`src/rtl/alu_pkg.sv`:
```
// alu_pkg: shared types for the sequential ALU.
//   alu_op_t    - 3-bit opcode carried on the control input
//   alu_state_t - sequencer states
//   alu_flags_t - NZCV flag bundle
//   is_shift()  - true for the two shift opcodes
package alu_pkg;

    typedef enum logic [2:0] {
        ADD = 3'd0,
        SLL = 3'd1,
        SRL = 3'd2,
        XOR = 3'd3,
        OR  = 3'd4,
        NOT = 3'd5,
        AND = 3'd6,
        SUB = 3'd7
    } alu_op_t;

    typedef enum logic [1:0] {
        IDLE  = 2'd0,
        SHIFT = 2'd1,
        DONE  = 2'd2
    } alu_state_t;

    typedef struct packed {
        logic n;
        logic z;
        logic c;
        logic v;
    } alu_flags_t;

    function automatic logic is_shift(input alu_op_t op);
        return (op == SLL) || (op == SRL);
    endfunction

endpackage

```
`src/rtl/alu_if.sv`:
```
// alu_if: operand-side and result-side valid/ready handshake of the ALU.
//   slave  - the ALU: takes in_valid/a/b/control/carryin/set_flags/out_ready,
//            drives in_ready/out_valid/result/n/z/c/v
//   master - the surrounding pipeline, opposite directions
interface alu_if #(
    parameter int WIDTH = 8
);
    logic             in_valid;
    logic             in_ready;
    logic [WIDTH-1:0] a;
    logic [WIDTH-1:0] b;
    logic [2:0]       control;
    logic             carryin;
    logic             set_flags;
    logic             out_valid;
    logic             out_ready;
    logic [WIDTH-1:0] result;
    logic             n;
    logic             z;
    logic             c;
    logic             v;

    modport slave (
        input  in_valid, a, b, control, carryin, set_flags, out_ready,
        output in_ready, out_valid, result, n, z, c, v
    );

    modport master (
        output in_valid, a, b, control, carryin, set_flags, out_ready,
        input  in_ready, out_valid, result, n, z, c, v
    );
endinterface

```
`src/rtl/alu_comb_core.sv`:
```
// alu_comb_core: purely combinational result and NZCV for every opcode.
//   a, b     - operands; b is also the unsigned shift count
//   op       - opcode
//   carryin  - carry-in for ADD, not-borrow for SUB
//   r, flags - result and NZCV
//   k        - clamped shift count min(b, WIDTH), reused by the iterative shifter
module alu_comb_core
    import alu_pkg::*;
#(
    parameter  int WIDTH = 8,
    localparam int KW    = $clog2(WIDTH + 1)
) (
    input  logic [WIDTH-1:0] a,
    input  logic [WIDTH-1:0] b,
    input  alu_op_t          op,
    input  logic             carryin,
    output logic [WIDTH-1:0] r,
    output alu_flags_t       flags,
    output logic [KW-1:0]    k
);

    localparam logic [WIDTH-1:0] W_VAL = WIDTH'(WIDTH);

    logic [WIDTH-1:0] bb;
    logic [WIDTH:0]   sum;
    logic [WIDTH:0]   shl;
    logic [WIDTH:0]   shr;
    logic             c_bit;
    logic             v_bit;

    assign k = (b >= W_VAL) ? KW'(WIDTH) : KW'(b);

    always_comb begin
        bb    = (op == SUB) ? ~b : b;
        sum   = {1'b0, a} + {1'b0, bb} + {{WIDTH{1'b0}}, carryin};
        // One guard bit on the outgoing side catches the last bit shifted out;
        // a zero count leaves the guard bit at 0.
        shl   = {1'b0, a} << k;
        shr   = {a, 1'b0} >> k;
        r     = '0;
        c_bit = 1'b0;
        v_bit = 1'b0;
        case (op)
            ADD, SUB: begin
                r     = sum[WIDTH-1:0];
                c_bit = sum[WIDTH];
                v_bit = (a[WIDTH-1] == bb[WIDTH-1]) && (sum[WIDTH-1] != a[WIDTH-1]);
            end
            SLL: begin
                r     = shl[WIDTH-1:0];
                c_bit = shl[WIDTH];
            end
            SRL: begin
                r     = shr[WIDTH:1];
                c_bit = shr[0];
            end
            XOR:     r = a ^ b;
            OR:      r = a | b;
            NOT:     r = ~a;
            AND:     r = a & b;
            default: r = '0;
        endcase
        flags.n = r[WIDTH-1];
        flags.z = (r == '0);
        flags.c = c_bit;
        flags.v = v_bit;
    end

endmodule

```
`src/rtl/alu_seq.sv`:
```
// alu_seq: registered, handshaked ALU with held NZCV flags.
//   clk, reset - clock and synchronous active-high reset
//   bus        - alu_if slave: operand handshake in, result handshake out
// Single-cycle ops complete one cycle after accept. With SHIFT_ITER=1 a shift
// with a nonzero clamped count k walks one bit per cycle and completes k
// cycles later. A completed result is held until taken; a new op may be
// accepted on the same edge the result is taken.
module alu_seq
    import alu_pkg::*;
#(
    parameter int WIDTH      = 8,
    parameter int SHIFT_ITER = 1
) (
    input  logic clk,
    input  logic reset,
    alu_if.slave bus
);

    localparam int KW = $clog2(WIDTH + 1);

    alu_state_t       state_reg, state_next;
    logic [WIDTH-1:0] result_reg, result_next;
    alu_flags_t       flags_reg, flags_next;
    logic [WIDTH-1:0] work_reg, work_next;
    logic [KW-1:0]    cnt_reg, cnt_next;
    logic             left_reg, left_next;
    logic             setf_reg, setf_next;

    alu_op_t          op_in;
    logic [WIDTH-1:0] core_r;
    alu_flags_t       core_flags;
    logic [KW-1:0]    core_k;
    logic [WIDTH-1:0] step_work;
    logic             step_c;
    logic             in_ready_int;
    logic             accept;
    logic             iter_shift;

    assign op_in = alu_op_t'(bus.control);

    alu_comb_core #(.WIDTH(WIDTH)) u_core (
        .a       (bus.a),
        .b       (bus.b),
        .op      (op_in),
        .carryin (bus.carryin),
        .r       (core_r),
        .flags   (core_flags),
        .k       (core_k)
    );

    // Taking the held result frees the block on the same edge.
    assign in_ready_int = (state_reg == IDLE) || ((state_reg == DONE) && bus.out_ready);
    assign accept       = bus.in_valid && in_ready_int;
    assign iter_shift   = (SHIFT_ITER != 0) && is_shift(op_in) && (core_k != '0);

    // One-bit shift of the working register in the latched direction.
    genvar gi;
    generate
        for (gi = 0; gi < WIDTH; gi++) begin : g_step
            if (gi == 0) begin : g_lsb
                assign step_work[gi] = left_reg ? 1'b0 : work_reg[gi+1];
            end else if (gi == WIDTH - 1) begin : g_msb
                assign step_work[gi] = left_reg ? work_reg[gi-1] : 1'b0;
            end else begin : g_mid
                assign step_work[gi] = left_reg ? work_reg[gi-1] : work_reg[gi+1];
            end
        end
    endgenerate
    assign step_c = left_reg ? work_reg[WIDTH-1] : work_reg[0];

    always_ff @(posedge clk) begin
        if (reset) begin
            state_reg  <= IDLE;
            result_reg <= '0;
            flags_reg  <= '0;
            work_reg   <= '0;
            cnt_reg    <= '0;
            left_reg   <= 1'b0;
            setf_reg   <= 1'b0;
        end else begin
            state_reg  <= state_next;
            result_reg <= result_next;
            flags_reg  <= flags_next;
            work_reg   <= work_next;
            cnt_reg    <= cnt_next;
            left_reg   <= left_next;
            setf_reg   <= setf_next;
        end
    end

    always_comb begin
        state_next  = state_reg;
        result_next = result_reg;
        flags_next  = flags_reg;
        work_next   = work_reg;
        cnt_next    = cnt_reg;
        left_next   = left_reg;
        setf_next   = setf_reg;

        case (state_reg)
            IDLE: ;
            SHIFT: begin
                work_next = step_work;
                cnt_next  = cnt_reg - KW'(1);
                if (cnt_reg == KW'(1)) begin
                    state_next  = DONE;
                    result_next = step_work;
                    if (setf_reg) begin
                        flags_next.n = step_work[WIDTH-1];
                        flags_next.z = (step_work == '0);
                        flags_next.c = step_c;
                        flags_next.v = 1'b0;
                    end
                end
            end
            DONE: begin
                if (bus.out_ready && !bus.in_valid) begin
                    state_next = IDLE;
                end
            end
            default: state_next = IDLE;
        endcase

        // Accept overrides the DONE->IDLE path so back-to-back ops stream.
        if (accept) begin
            setf_next = bus.set_flags;
            left_next = (op_in == SLL);
            work_next = bus.a;
            cnt_next  = core_k;
            if (iter_shift) begin
                state_next = SHIFT;
            end else begin
                state_next  = DONE;
                result_next = core_r;
                if (bus.set_flags) begin
                    flags_next = core_flags;
                end
            end
        end
    end

    assign bus.in_ready  = in_ready_int;
    assign bus.out_valid = (state_reg == DONE);
    assign bus.result    = result_reg;
    assign bus.n         = flags_reg.n;
    assign bus.z         = flags_reg.z;
    assign bus.c         = flags_reg.c;
    assign bus.v         = flags_reg.v;

endmodule

```
`src/flat_wrapper.sv`:
```
// flat-port wrapper written by rule: the top's interface ports become plain ports
module alu_seq_flat import alu_pkg::*;
#(
    parameter int WIDTH      = 8,
    parameter int SHIFT_ITER = 1
)
  (clk, reset, bus_in_valid, bus_a, bus_b, bus_control, bus_carryin, bus_set_flags, bus_out_ready, bus_in_ready, bus_out_valid, bus_result, bus_n, bus_z, bus_c, bus_v);
  alu_if #(.WIDTH(WIDTH)) bus_i ();
  input  logic clk;
  input  logic reset;
  input wire logic [$bits(bus_i.in_valid)-1:0] bus_in_valid;
  input wire logic [$bits(bus_i.a)-1:0] bus_a;
  input wire logic [$bits(bus_i.b)-1:0] bus_b;
  input wire logic [$bits(bus_i.control)-1:0] bus_control;
  input wire logic [$bits(bus_i.carryin)-1:0] bus_carryin;
  input wire logic [$bits(bus_i.set_flags)-1:0] bus_set_flags;
  input wire logic [$bits(bus_i.out_ready)-1:0] bus_out_ready;
  output wire logic [$bits(bus_i.in_ready)-1:0] bus_in_ready;
  output wire logic [$bits(bus_i.out_valid)-1:0] bus_out_valid;
  output wire logic [$bits(bus_i.result)-1:0] bus_result;
  output wire logic [$bits(bus_i.n)-1:0] bus_n;
  output wire logic [$bits(bus_i.z)-1:0] bus_z;
  output wire logic [$bits(bus_i.c)-1:0] bus_c;
  output wire logic [$bits(bus_i.v)-1:0] bus_v;
  assign bus_i.in_valid = bus_in_valid;
  assign bus_i.a = bus_a;
  assign bus_i.b = bus_b;
  assign bus_i.control = bus_control;
  assign bus_i.carryin = bus_carryin;
  assign bus_i.set_flags = bus_set_flags;
  assign bus_i.out_ready = bus_out_ready;
  assign bus_in_ready = bus_i.in_ready;
  assign bus_out_valid = bus_i.out_valid;
  assign bus_result = bus_i.result;
  assign bus_n = bus_i.n;
  assign bus_z = bus_i.z;
  assign bus_c = bus_i.c;
  assign bus_v = bus_i.v;
  alu_seq #(.WIDTH(WIDTH), .SHIFT_ITER(SHIFT_ITER)) u_core (.clk(clk), .reset(reset), .bus(bus_i));
endmodule
```
`config.mk`:
```
export PLATFORM = sky130hd
export DESIGN_NAME = alu_seq_flat
export DESIGN_NICKNAME = d
export VERILOG_FILES = /design/src/rtl/alu_pkg.sv /design/src/rtl/alu_if.sv /design/src/rtl/alu_comb_core.sv /design/src/rtl/alu_seq.sv /design/src/flat_wrapper.sv
export SDC_FILE = /design/constraint.sdc
export NUM_CORES = 1
export LEC_CHECK = 0
export BUFFER_PORTS_ARGS = -buffer_cell sky130_fd_sc_hd__buf_4
export CELL_PAD_IN_SITES_DETAIL_PLACEMENT = 0
export CELL_PAD_IN_SITES_GLOBAL_PLACEMENT = 1
export CORE_MARGIN = 2
export CORE_UTILIZATION = 30
export DETAILED_ROUTE_END_ITERATION = 10
export PLACE_DENSITY_LB_ADDON = 0.1
export SLEW_MARGIN = 10
export SYNTH_ARGS = -nofsm -noshare
export SYNTH_HDL_FRONTEND = slang
export SYNTH_HIERARCHICAL = 1
export SYNTH_SLANG_ARGS = --single-unit
```
`constraint.sdc`:
```
create_clock -name clk -period 6.1 [get_ports clk]
set_clock_uncertainty 0.2 [all_clocks]
set_input_delay 0.305 -clock clk [delete_from_list [all_inputs] [get_ports clk]]
set_output_delay 0.305 -clock clk [all_outputs]
set_load 0.05 [all_outputs]
```
Word-level counts from Yosys, hierarchy flattened
Index checks and enable logic that the tools add are counted.
{ "totals": {"reg_bits": 28, "latch_bits": 0, "ram_bits": 0, "romBits": 0, "inputBits": 25, "out_inout_bits": 14, "elab_cells": 85, "memories": 0} }
{ "op_classes": {"add_sub_neg": 3, "multipliers": 0, "n_div": 0, "magnitude_cmp": 1, "n_eq_ne": 15, "shift": 2, "muxes": 33, "bitwise_logic": 5, "n_reduce_logical": 16} }
{ "ops": {"columns": ["operator", "count"], "rows": [
  ["$mux W8", 7],
  ["$pmux W8 S7", 1],
  ["$mux W4", 9],
  ["$logic_not A8 Y1", 2],
  ["$not A8 Y8", 2],
  ["$eq A3 B3 Y1 const B", 4],
  ["$mux W1", 10],
  ["$add A8 B8 Y9", 1],
  ["$add A9 B1 Y9", 1],
  ["$shl A8 B4 Y9", 1],
  ["$shr A9 B4 Y9", 1],
  ["$and A8 B8 Y8", 1],
  ["$ge A8 B4 Y1 const B", 1],
  ["$mux W2", 4],
  ["$or A8 B8 Y8", 1],
  ["$xor A8 B8 Y8", 1],
  ["$eq A3 B2 Y1 const B", 2],
  ["$ne A3 B1 Y1 const B", 2],
  ["$pmux W2 S3", 1],
  ["$logic_and A1 B1 Y1", 5],
  ["$eq A4 B1 Y1 const B", 1],
  ["$reduce_bool A4 Y1", 1],
  ["$sub A4 B1 Y4 const B", 1],
  ["$eq A3 B1 Y1 const B", 1],
  ["13 further kinds", 14]
]} }

Logic depth before layout (Yosys ltp)
Gate-level depths: netlist of the first run.
{ "logic_depth": {"depth_word": 10, "depth_mapped": 18, "ltp_nobuf": 15} }

Hierarchy
Netlist of the first run, hierarchy kept.
{ "modules_own_cells": {"columns": ["mod", "instances", "cells_per_inst", "area_per_inst_um2", "seq_area_each_um2"], "rows": [
  ["alu_comb_core", 1, 299, 2038.2, 0.0],
  ["alu_seq", 1, 171, 1481.4, 560.5]
]} }

Worst setup path after synthesis of the first run
OpenSTA, ideal clock, no wires.
{ "synth_timing": {"path_kind": "input to register", "from": "input bus_control[1]", "to": "register u_core.flags_reg (netlist bit u_core/bus.z)", "setup_time_ns": 0.091, "arrival_ns": 3.102, "required_time_ns": 5.809, "setup_slack_ns": 2.707, "path_stages": 17, "path_buffers": 2, "path_cell_list": "buf_4 and2_1 buf_2 nand2_4 xnor2_1 fa_1 inv_1 fa_1 nand2b_1 a21oi_1 o21a_1 or4_1 nand4_1 o2111ai_1 nor4b_2 nor3_1 a311oi_1"} }
{ "synth_lines": {"columns": ["element", "line", "source"], "rows": [
  ["start: declaration", "flat_wrapper.sv:14", "input wire logic [$bits(bus_i.control)-1:0] bus_control;"],
  ["end signal: assignment", "alu_seq.sv:83", "flags_reg <= flags_next;"],
  ["end: declaration", "alu_seq.sv:23", "alu_flags_t flags_reg, flags_next;"]
]} }

==> results of run 1 <==
-- layout make-up --
cell class / count / area [um^2]
Clock buffer: 3 / 75.1
Fill cell: 1278 / 7520
Timing Repair Buffer: 40 / 300
Inverter: 27 / 101
Multi-Input combinational cell: 376 / 2650
Tap cell: 143 / 179
Sequential cell: 28 / 561
Clock inverter: 1 / 30.0
-- critical path, cell delays in order --
cell,delay (ns)
buf_4,0.23
and2_1,0.28
nand2_4,0.15
xnor2_1,0.18
fa_1,0.42
inv_1,0.09
fa_1,0.17
nand2b_1,0.15
a21oi_1,0.10
o21a_1,0.20
or4_1,0.41
nand4_1,0.14
o2111ai_1,0.15
nor4b_2,0.26
nor3_1,0.09
a311oi_1,0.25
-- cell usage after synthesis (3+ instances only) --
master	n	share of area [%]
buf_1	5	0.53
o211ai_1	13	2.8
xnor2_1	11	2.7
inv_1	23	2.5
and2b_1	3	0.64
o31ai_1	5	1.1
buf_2	14	2.0
buf_4	6	1.3
o21ai_0	18	2.6
nor2b_1	5	0.89
mux2i_1	14	4.0
a21oi_1	47	6.7
a31oi_1	8	1.4
o21ai_1	3	0.43
buf_6	3	0.96
a211oi_1	10	2.1
o221ai_1	6	1.5
nand4_1	6	1.1
o2111ai_1	4	1.0
nor2_1	45	4.8
nand2_1	24	2.6
nor3b_2	3	1.1
a22oi_1	5	1.1
nand2b_1	10	1.8
nor4_1	3	0.53
a311oi_1	4	1.0
a22o_1	4	1.0
nand3_1	20	2.8
and2_1	4	0.71
dfxtp_1	28	16
clkbuf_1	11	1.2
a221oi_1	10	2.5
nor3_1	7	1.0
ha_1	25	8.9
a21o_1	4	0.85
-- path summary, 6_finish.rpt --
| check | start | end | slack [ns] | cells after the start |
|---|---|---|---|---|
| min | bus_out_ready | u_core/state_reg[1] | 0.14 | 3 |
| max reg2reg | u_core/state_reg[0] | u_core/work_reg[4] | 3.59 | 4 |
| max | bus_control[0] | u_core/bus.z | 2.48 | 16 |
| min reg2reg | u_core/bus.v | u_core/bus.v | 0.30 | 2 |
-- logic make-up after synthesis --
family,Yosys count,share of synthesized area [%]
flip-flops,28,15.9
multiplexers,16,4.62
buffers and inverters,66,8.82
adder cells (fa/ha/maj),27,10.0
XOR/XNOR,12,2.99
AND/OR/NAND/NOR,154,24.6
AO/OA/AOI/OAI,167,33.1
-- routing by layer --
| layer | GRT usage (%) | up-vias | routed length [um] |
|---|---|---|---|
| met5 | 0 | - | 0 |
| met3 | 3.73 | 20 | 736 |
| li1 | - | 1761 | - |
| met1 | 29.2 | 1751 | 6220 |
| met4 | 4.80 | 0 | 279 |
| met2 | 31.4 | 127 | 5830 |
-- placed cells by master, fill, tap and decap left out, types with 7 or more instances in the layout --
cell      count
a31oi_1       8
nor2_1       45
nor3_1        7
a21oi_1      47
nand2b_1     10
xnor2_1      11
ha_1         25
a211oi_1     10
dfxtp_1      28
nand3_1      20
o211ai_1     13
buf_4        40
nand2_1      24
a221oi_1     10
inv_1        23
o21ai_0      18
mux2i_1      14
-- power by group --
part / switching, mW / internal [mW] / total [mW] / leakage [nW]
sequential: 0.0124 / 0.196 / 0.208 / 0.229
clock: 0.0690 / 0.131 / 0.200 / 0.0511
combinational: 0.185 / 0.102 / 0.288 / 1.26
total: 0.267 / 0.429 / 0.696 / 1.54
-- per-stage QoR --
stage | setup WS (ns) | std cells | util, % | total power, mW
final | 2.48 | 618 | 34.1 | 0.696
after global routing | 2.28 | 618 | 34.1 | 0.736
after CTS | 2.52 | 618 | 34.1 | 0.699
after detailed placement | 2.22 | 614 | 33.2 | 0.496
after global placement | 2.35 | 614 | 33.2 | 0.499
after floorplan | 2.71 | 470 | - | 0.410
==> out/qor.yml, run 1 <==
outcome:
  status: "complete, no violations"
die:
  die_h_um: 112
  placementRows: 39
  die_w_um: 112
  die-area_um2: 12600
  io_pins: 39
  start_util_pct: 30.8
  fp.coreArea_um2: 11400
drt:
  drc: 0
  drt_iter0_drc: 234
  wl_um: 13100
  postRouteAntennaNets: 0
  firstDrtPassIters: 5
  vias: 3659
  wl_per_cell_um: 21.1
  vias_per_cell: 5.92
grt:
  grt_usage_pct: 20.3
  overflow: 0
  grt_first_pass_wirelength_um: 20100
  antenna_found_initial: 0
  grt_pass1_vias: 3439
  grt_max_degree: 30
layout:
  design_area_um2: 3890
  layout.nets: 528
  area_delta_synth_final_pct: 10.7
  antenna_cells: 0
  final_layout_size_suffix_gt1_share_pct: 14.3
timing:
  fmax_ghz: 0.276
  slew_viol_final: 0
  finalHoldViolations: 0
  slew-limit-headroom_pct: 28.0
  tightest_slew_ns: 1.08
  rsz0062_at_grt: "no"
  min_period_ns: 3.62
  holdWs_ns: 0.139
  period_share_pct: 59.3
  finalSetupTns_ns: 0
  final-setup-viol-count: 0
clock_network:
  cts_resized: 0
  clk_pin_slew_ns: 0.07
  cts_tree: "yes"
  clk_latency_ns: 0.27
  cts_max_level: 1
  clockRootBuffer: "clkbuf_16"
  numCtsBuffers: 3
  ctsHoldBuffers: 0
  cts_setup_buffers: 0
  cts_sinks: 28
  cts_max_path_buffers: 2
logic_synthesis:
  postSynthAreaPerCell_um2: 7.49
  ys.flop_type: "dfxtp_1"
  synthArstFlopShare_pct: 0
  ys_seq_area_share_pct: 15.9
  syn_area_um2: 3520
  syn_nets: 522
  ys_ff_latch: 28
  ys_types: 80
  synth_warnings: 6
  syn_inst: 470
  synth_edf_count: 0
setup_path:
  arrival_ns: 3.60
  cp-start-kind: "input port"
  critPathKind: "in2reg"
  worst_ep_required_time_ns: 6.08
  cp_max_fo: 24
  cp-end-kind: "flop"
power:
  powerDensity_nw_per_um2: 179
  cellLeakagePower_nw: 1.54
  worst_ir_drop_vdd_v: 0.000111
min_path:
  min_path_type: "in2reg"
placed_design:
  dp_hpwl_um: 9830
  placed_area_um2: 3790
  place_congestion: 0.879
  portBuffers: 38
run:
  cap_viol_max_count: 0
(Power assumes the default switching activity.)
==> run 2: changes to the inputs <==
- ABC_AREA: not set -> 1
- clock period: 6.1 -> 3.8 ns (I/O delays scaled with it)
==> run 2 against run 1 <==
Largest power group unchanged. Synthesized area down 6.4%. Combinational power up 43%. Largest cell class unchanged. Total power up 41%. Non-clock buffer count down 1. Highest routed layer unchanged. Die area down 6.1%.
==> out/qor.yml, run 2 <==
outcome:
  status: "complete, no violations"
grt:
  grt_usage_pct: 19.3
  grt_pass1_vias: 3358
  overflow: 0
  grt_max_degree: 18
  grt_first_pass_wirelength_um: 17700
  antenna_found_initial: 0
logic_synthesis:
  ys_types: 37
  yosysMostFrequentCell: "nand2_1"
  yosys-top-cells-area: "nand2_1 20%, dfxtp_1 17%, ha_1 9.5%"
  synth_common_cells: "178 x nand2_1, 71 x inv_1, 61 x nand3_1"
  syn_area_um2: 3300
  synth.area.mux_share_pct: 0
  synth_top_family_by_area: "simple AND/OR/NAND/NOR gates"
  synth-simple-area-share_pct: 42.9
  ys_ff_latch: 28
  syn_inst: 549
  yosys.area.top_type_share_pct: 20.3
  synth_warnings: 6
  synth_fa_ha_area_share_pct: 10.7
  synth_edf_count: 0
  synth_largest_area_cell: "nand2_1"
  yosys.area_share.xor_xnor_pct: 3.19
  ys_seq_area_share_pct: 17.0
  synth-compound-area-share_pct: 13.8
  synthArstFlopShare_pct: 0
  postSynthAreaPerCell_um2: 6.00
  ys.flop_type: "dfxtp_1"
  syn_nets: 601
placed_design:
  place_congestion: 0.889
  portBuffers: 38
  dp_hpwl_um: 8810
layout:
  final_common_cell: "nand2_1"
  layout.nets: 630
  most-common-layout-cells: "178 x nand2_1, 71 x inv_1, 61 x nand3_1, 40 x nor2_1, 38 x buf_4"
  antenna_cells: 0
  area_delta_synth_final_pct: 12.9
  final_layout_size_suffix_gt1_share_pct: 12.1
power:
  cellLeakagePower_nw: 1.92
  swShare_pct: 39.4
  powerDensity_nw_per_um2: 264
  p_clk_share_pct: 24.2
  internal_power_uw: 596
  p_comb_share_pct: 41.9
  switching_power_uw: 388
  power_uw: 984
  pwr-share-seq_pct: 33.9
  worst_ir_drop_vdd_v: 0.000199
clock_network:
  cts_tree: "yes"
  cts_max_path_buffers: 2
  clk_latency_ns: 0.28
  numCtsBuffers: 3
  cts_sinks: 28
  cts_setup_buffers: 0
  ctsHoldBuffers: 1
  clk_pin_slew_ns: 0.10
  cts_max_level: 1
  cts_resized: 0
  clockRootBuffer: "clkbuf_8"
drt:
  firstDrtPassIters: 5
  postRouteAntennaNets: 0
  drt_iter0_drc: 271
  wl_um: 11100
  drc: 0
  wl_per_cell_um: 15.4
  vias: 3557
  vias_per_cell: 4.96
timing:
  tightest_slew_ns: 0.512
  finalHoldViolations: 0
  final-setup-viol-count: 0
  finalSetupTns_ns: 0
  period_share_pct: 74.0
  fmax_ghz: 0.356
  rsz0062_at_grt: "no"
  slew_viol_final: 0
  slew-limit-headroom_pct: 65.8
  min_period_ns: 2.81
die:
  die-area_um2: 11800
  placementRows: 38
  fp.coreArea_um2: 10800
  io_pins: 39
  die_w_um: 109
  die_h_um: 109
  start_util_pct: 30.5
min_path:
  min_path_type: "in2reg"
setup_path:
  worst_ep_required_time_ns: 3.78
  cp-end-kind: "flop"
  cp-start-kind: "input port"
  rr_startpoint: "u_core/cnt_reg[0]"
  crit_start: "bus_control[2]"
  arrival_ns: 2.79
  reg2reg_depth: 8
  cp_max_fo: 9
  critPathKind: "in2reg"
  r2r_end: "u_core/bus.z"
  cp-endpoint: "u_core/bus.z"
  r2r_slack_ns: 2.11
run:
  cap_viol_max_count: 0
-- run 2: changes by cell type after synthesis, moves of 14 or more --
cell     previous run  this run
o21ai_0            18        35
nand3_1            20        61
inv_1              23        71
a21oi_1            47        26
mux2i_1            14         0
nand2_1            24       178
-- run 2: kinds of logic (layout without fill, tap and decap cells) --
logic type / count (synthesis) / count (layout)
compound gates: 81 / 81
flops: 28 / 28
xor+xnor: 12 / 12
buf+inv: 92 / 120
fa+ha+maj: 27 / 27
simple gates: 309 / 309
-- run 2: metrics by stage --
step | setup slack, ns | hold WS (ns) | cells | utilization (%) | instance area (um^2)
2_1_floorplan | 1.30 | 0.0594 | 549 | - | 3300
3_3_place_gp | 0.729 | 0.265 | 712 | 33.7 | 3640
3_5_place_dp | 0.676 | 0.269 | 712 | 33.7 | 3640
4_1_cts | 0.977 | 0.00177 | 717 | 34.5 | 3720
5_1_grt | 0.682 | 0.0140 | 717 | 34.5 | 3720
6_report | 0.987 | 0.00230 | 717 | 34.5 | 3720
-- run 2: critical path, cell delays in order --
cell	delay, ns
buf_4	0.13
nand3_1	0.37
xor2_1	0.29
fa_1	0.22
inv_1	0.06
fa_1	0.40
o21ai_0	0.23
nand2_1	0.10
nand2_1	0.07
nand2_1	0.06
nand2_1	0.08
nand2_1	0.05
nand3_1	0.06
nand2_1	0.08
nand2_1	0.06
inv_1	0.03
nand2_1	0.05
nor2_1	0.04
o21ai_0	0.15
nor2_1	0.06
-- run 2: area by class of cell --
type	instances	area [um^2]
Timing Repair Buffer	39	295
Inverter	77	292
Clock buffer	3	41.3
Multi-Input combinational cell	429	2330
Tap cell	140	175
Fill cell	1210	7070
Clock inverter	1	30.0
Sequential cell	28	561
-- run 2: how the worst min path moves through the flow --
| stage | from | to | slack (ns) | depth (start not counted) |
|---|---|---|---|---|
| floorplan | reset | u_core/cnt_reg[2] | 0.06 | 1 |
| global placement | u_core/work_reg[3] | u_core/work_reg[3] | 0.27 | 2 |
| detailed placement | bus_set_flags | u_core/setf_reg | 0.27 | 3 |
| CTS | reset | u_core/work_reg[7] | 0.002 | 2 |
| global route | reset | u_core/setf_reg | 0.01 | 2 |
| finish | reset | u_core/work_reg[3] | 0.002 | 2 |
-- run 2: layer usage --
layer / routed length (um) / track usage [%] / up-vias
met5: 0 / 0 / -
met4: 248 / 5.77 / 0
met3: 500 / 0.717 / 12
met2: 5180 / 33.3 / 98
met1: 5130 / 26.0 / 1613
li1: - / - / 1834
-- run 2: power by group through the flow --
stage	clock network (mW)	registers, mW	logic, mW
2_1_floorplan	0	0.377	0.257
3_3_place_gp	0	0.340	0.414
3_5_place_dp	0	0.340	0.413
4_1_cts	0.246	0.334	0.415
5_1_grt	0.258	0.337	0.466
6_report	0.238	0.333	0.413
==> run 3: changes to the inputs <==
- clock period: 3.8 -> 2.9 ns (I/O delays scaled with it)
==> run 3 against run 2 <==
Critical path depth unchanged. Final area increased by 3.4%. Sequential cell count unchanged. Die area did not move. Largest power group unchanged. Combinational power up 34%. Sequential share of layout area shrank 0.49 points.
==> out/qor.yml, run 3 (synthesis gave the netlist of run 2 again) <==
timing:
  rsz0062_at_grt: "no"
  period_share_pct: 86.9
  slew-limit-headroom_pct: 67.8
  final-setup-viol-count: 0
  fin_ws_ns: 0.380
  finalHoldViolations: 0
  slew_viol_final: 0
  fmax_ghz: 0.397
  tightest_slew_ns: 0.482
  holdWs_ns: 0.0101
  finalSetupTns_ns: 0
  min_period_ns: 2.52
setup_path:
  cp-end-kind: "flop"
  cp-start-kind: "input port"
  rr_startpoint: "u_core/state_reg[0]"
  cp_max_fo: 7
  arrival_ns: 2.51
  r2r_end: "u_core/setf_reg"
  reg2reg_depth: 6
  worst_ep_required_time_ns: 2.88
  r2r_slack_ns: 1.10
  critPathKind: "in2reg"
layout:
  most-common-layout-cells: "178 x nand2_1, 71 x inv_1, 61 x nand3_1, 48 x buf_4, 40 x nor2_1"
  final_layout_size_suffix_gt1_share_pct: 13.5
  layout.nets: 645
  final_common_cell: "nand2_1"
  design_area_um2: 3850
  area_delta_synth_final_pct: 16.7
  antenna_cells: 0
run:
  cap_viol_max_count: 0
outcome:
  status: "complete, no violations"
drt:
  postRouteAntennaNets: 0
  firstDrtPassIters: 6
  wl_um: 11500
  vias_per_cell: 4.95
  wl_per_cell_um: 15.7
  drt_iter0_drc: 320
  drc: 0
  vias: 3627
clock_network:
  cts_setup_buffers: 0
  clk_pin_slew_ns: 0.11
  cts_sinks: 28
  numCtsBuffers: 3
  cts_max_level: 1
  cts_tree: "yes"
  cts_max_path_buffers: 2
  clk_latency_ns: 0.28
  cts_resized: 0
  clockRootBuffer: "clkbuf_8"
min_path:
  worstHoldPathCells: 3
  min_path_type: "in2reg"
  hold_end: "u_core/work_reg[6]"
  min-delay-start: "bus_a[6]"
power:
  power_mw: 1.30
  worst_ir_drop_vdd_v: 0.000275
  cellLeakagePower_nw: 1.99
  powerDensity_nw_per_um2: 339
grt:
  grt_max_degree: 18
  grt_first_pass_wirelength_um: 18300
  grt_pass1_vias: 3455
  antenna_found_initial: 0
  overflow: 0
  grt_usage_pct: 20.1
placed_design:
  place_congestion: 0.870
  dp_hpwl_um: 9120
  portBuffers: 38
  placed_area_um2: 3710
  dp_worst_setup_slack_ns: 0.0937
die:
  io_pins: 39
  start_util_pct: 30.5
  placementRows: 38
  fp.coreArea_um2: 10800
  die_w_um: 109
  die-area_um2: 11800
  die_h_um: 109
run 3: per-layer routing:
| metal | vias up | track usage [%] | routed length, um | part of all wire, % |
|---|---|---|---|---|
| met5 | - | 0 | 0 | 0 |
| met4 | 0 | 4.85 | 191 | 1.7 |
| met3 | 12 | 1.55 | 751 | 6.5 |
| met1 | 1620 | 26.8 | 5060 | 44 |
| li1 | 1860 | - | - | - |
| met2 | 135 | 35.1 | 5480 | 48 |
run 3: how the worst max path moves through the flow:
stage	startpoint	to	slack [ns]	cells past startpoint
floorplan	bus_control[1]	u_core/bus.z	0.44	20
global placement	bus_control[2]	u_core/bus.z	0.14	20
detailed placement	bus_control[2]	u_core/bus.z	0.09	20
CTS	bus_control[2]	u_core/bus.z	0.40	20
global route	bus_control[2]	u_core/bus.z	0.09	20
finish	bus_control[2]	u_core/bus.z	0.38	20
run 3: area by class of cell:
class                      instances  area, um^2
inverter                          77         292
sequential                        28         561
clock inverter                     1        30.0
timing repair buffer              54         420
tap                              140         175
clock buffer                       3        41.3
multi-input combinational        429        2330
fill                            1211        6950
run 3: through the flow:
step,utilization (%),cells
final,35.6,732
after global routing,35.6,732
after CTS,35.6,732
after detailed placement,34.4,722
after global placement,34.4,722
after floorplan,-,549
run 3: critical path, stage by stage:
cell     delay, ns
buf_4         0.14
nand3_1       0.16
xor2_1        0.20
fa_1          0.22
inv_1         0.06
fa_1          0.40
o21ai_0       0.25
nand2_1       0.11
nand2_1       0.08
nand2_1       0.06
nand2_1       0.07
nand2_1       0.05
nand3_1       0.07
nand2_1       0.08
nand2_1       0.07
inv_1         0.04
nand2_1       0.05
nor2_1        0.04
o21ai_0       0.15
nor2_1        0.06
run 3: what timing repair did:
item,in CTS,in global routing
hold buffers,6,0
endpoints found under the hold margin,13,0
endpoints found under the setup margin,0,0
run 3: report_power, final:
part	internal [mW]	leakage (nW)	switching, mW	total (mW)
registers	0.415	0.230	0.0218	0.437
clock network	0.185	0.0357	0.127	0.312
logic	0.191	1.72	0.363	0.555
total	0.791	1.99	0.513	1.30
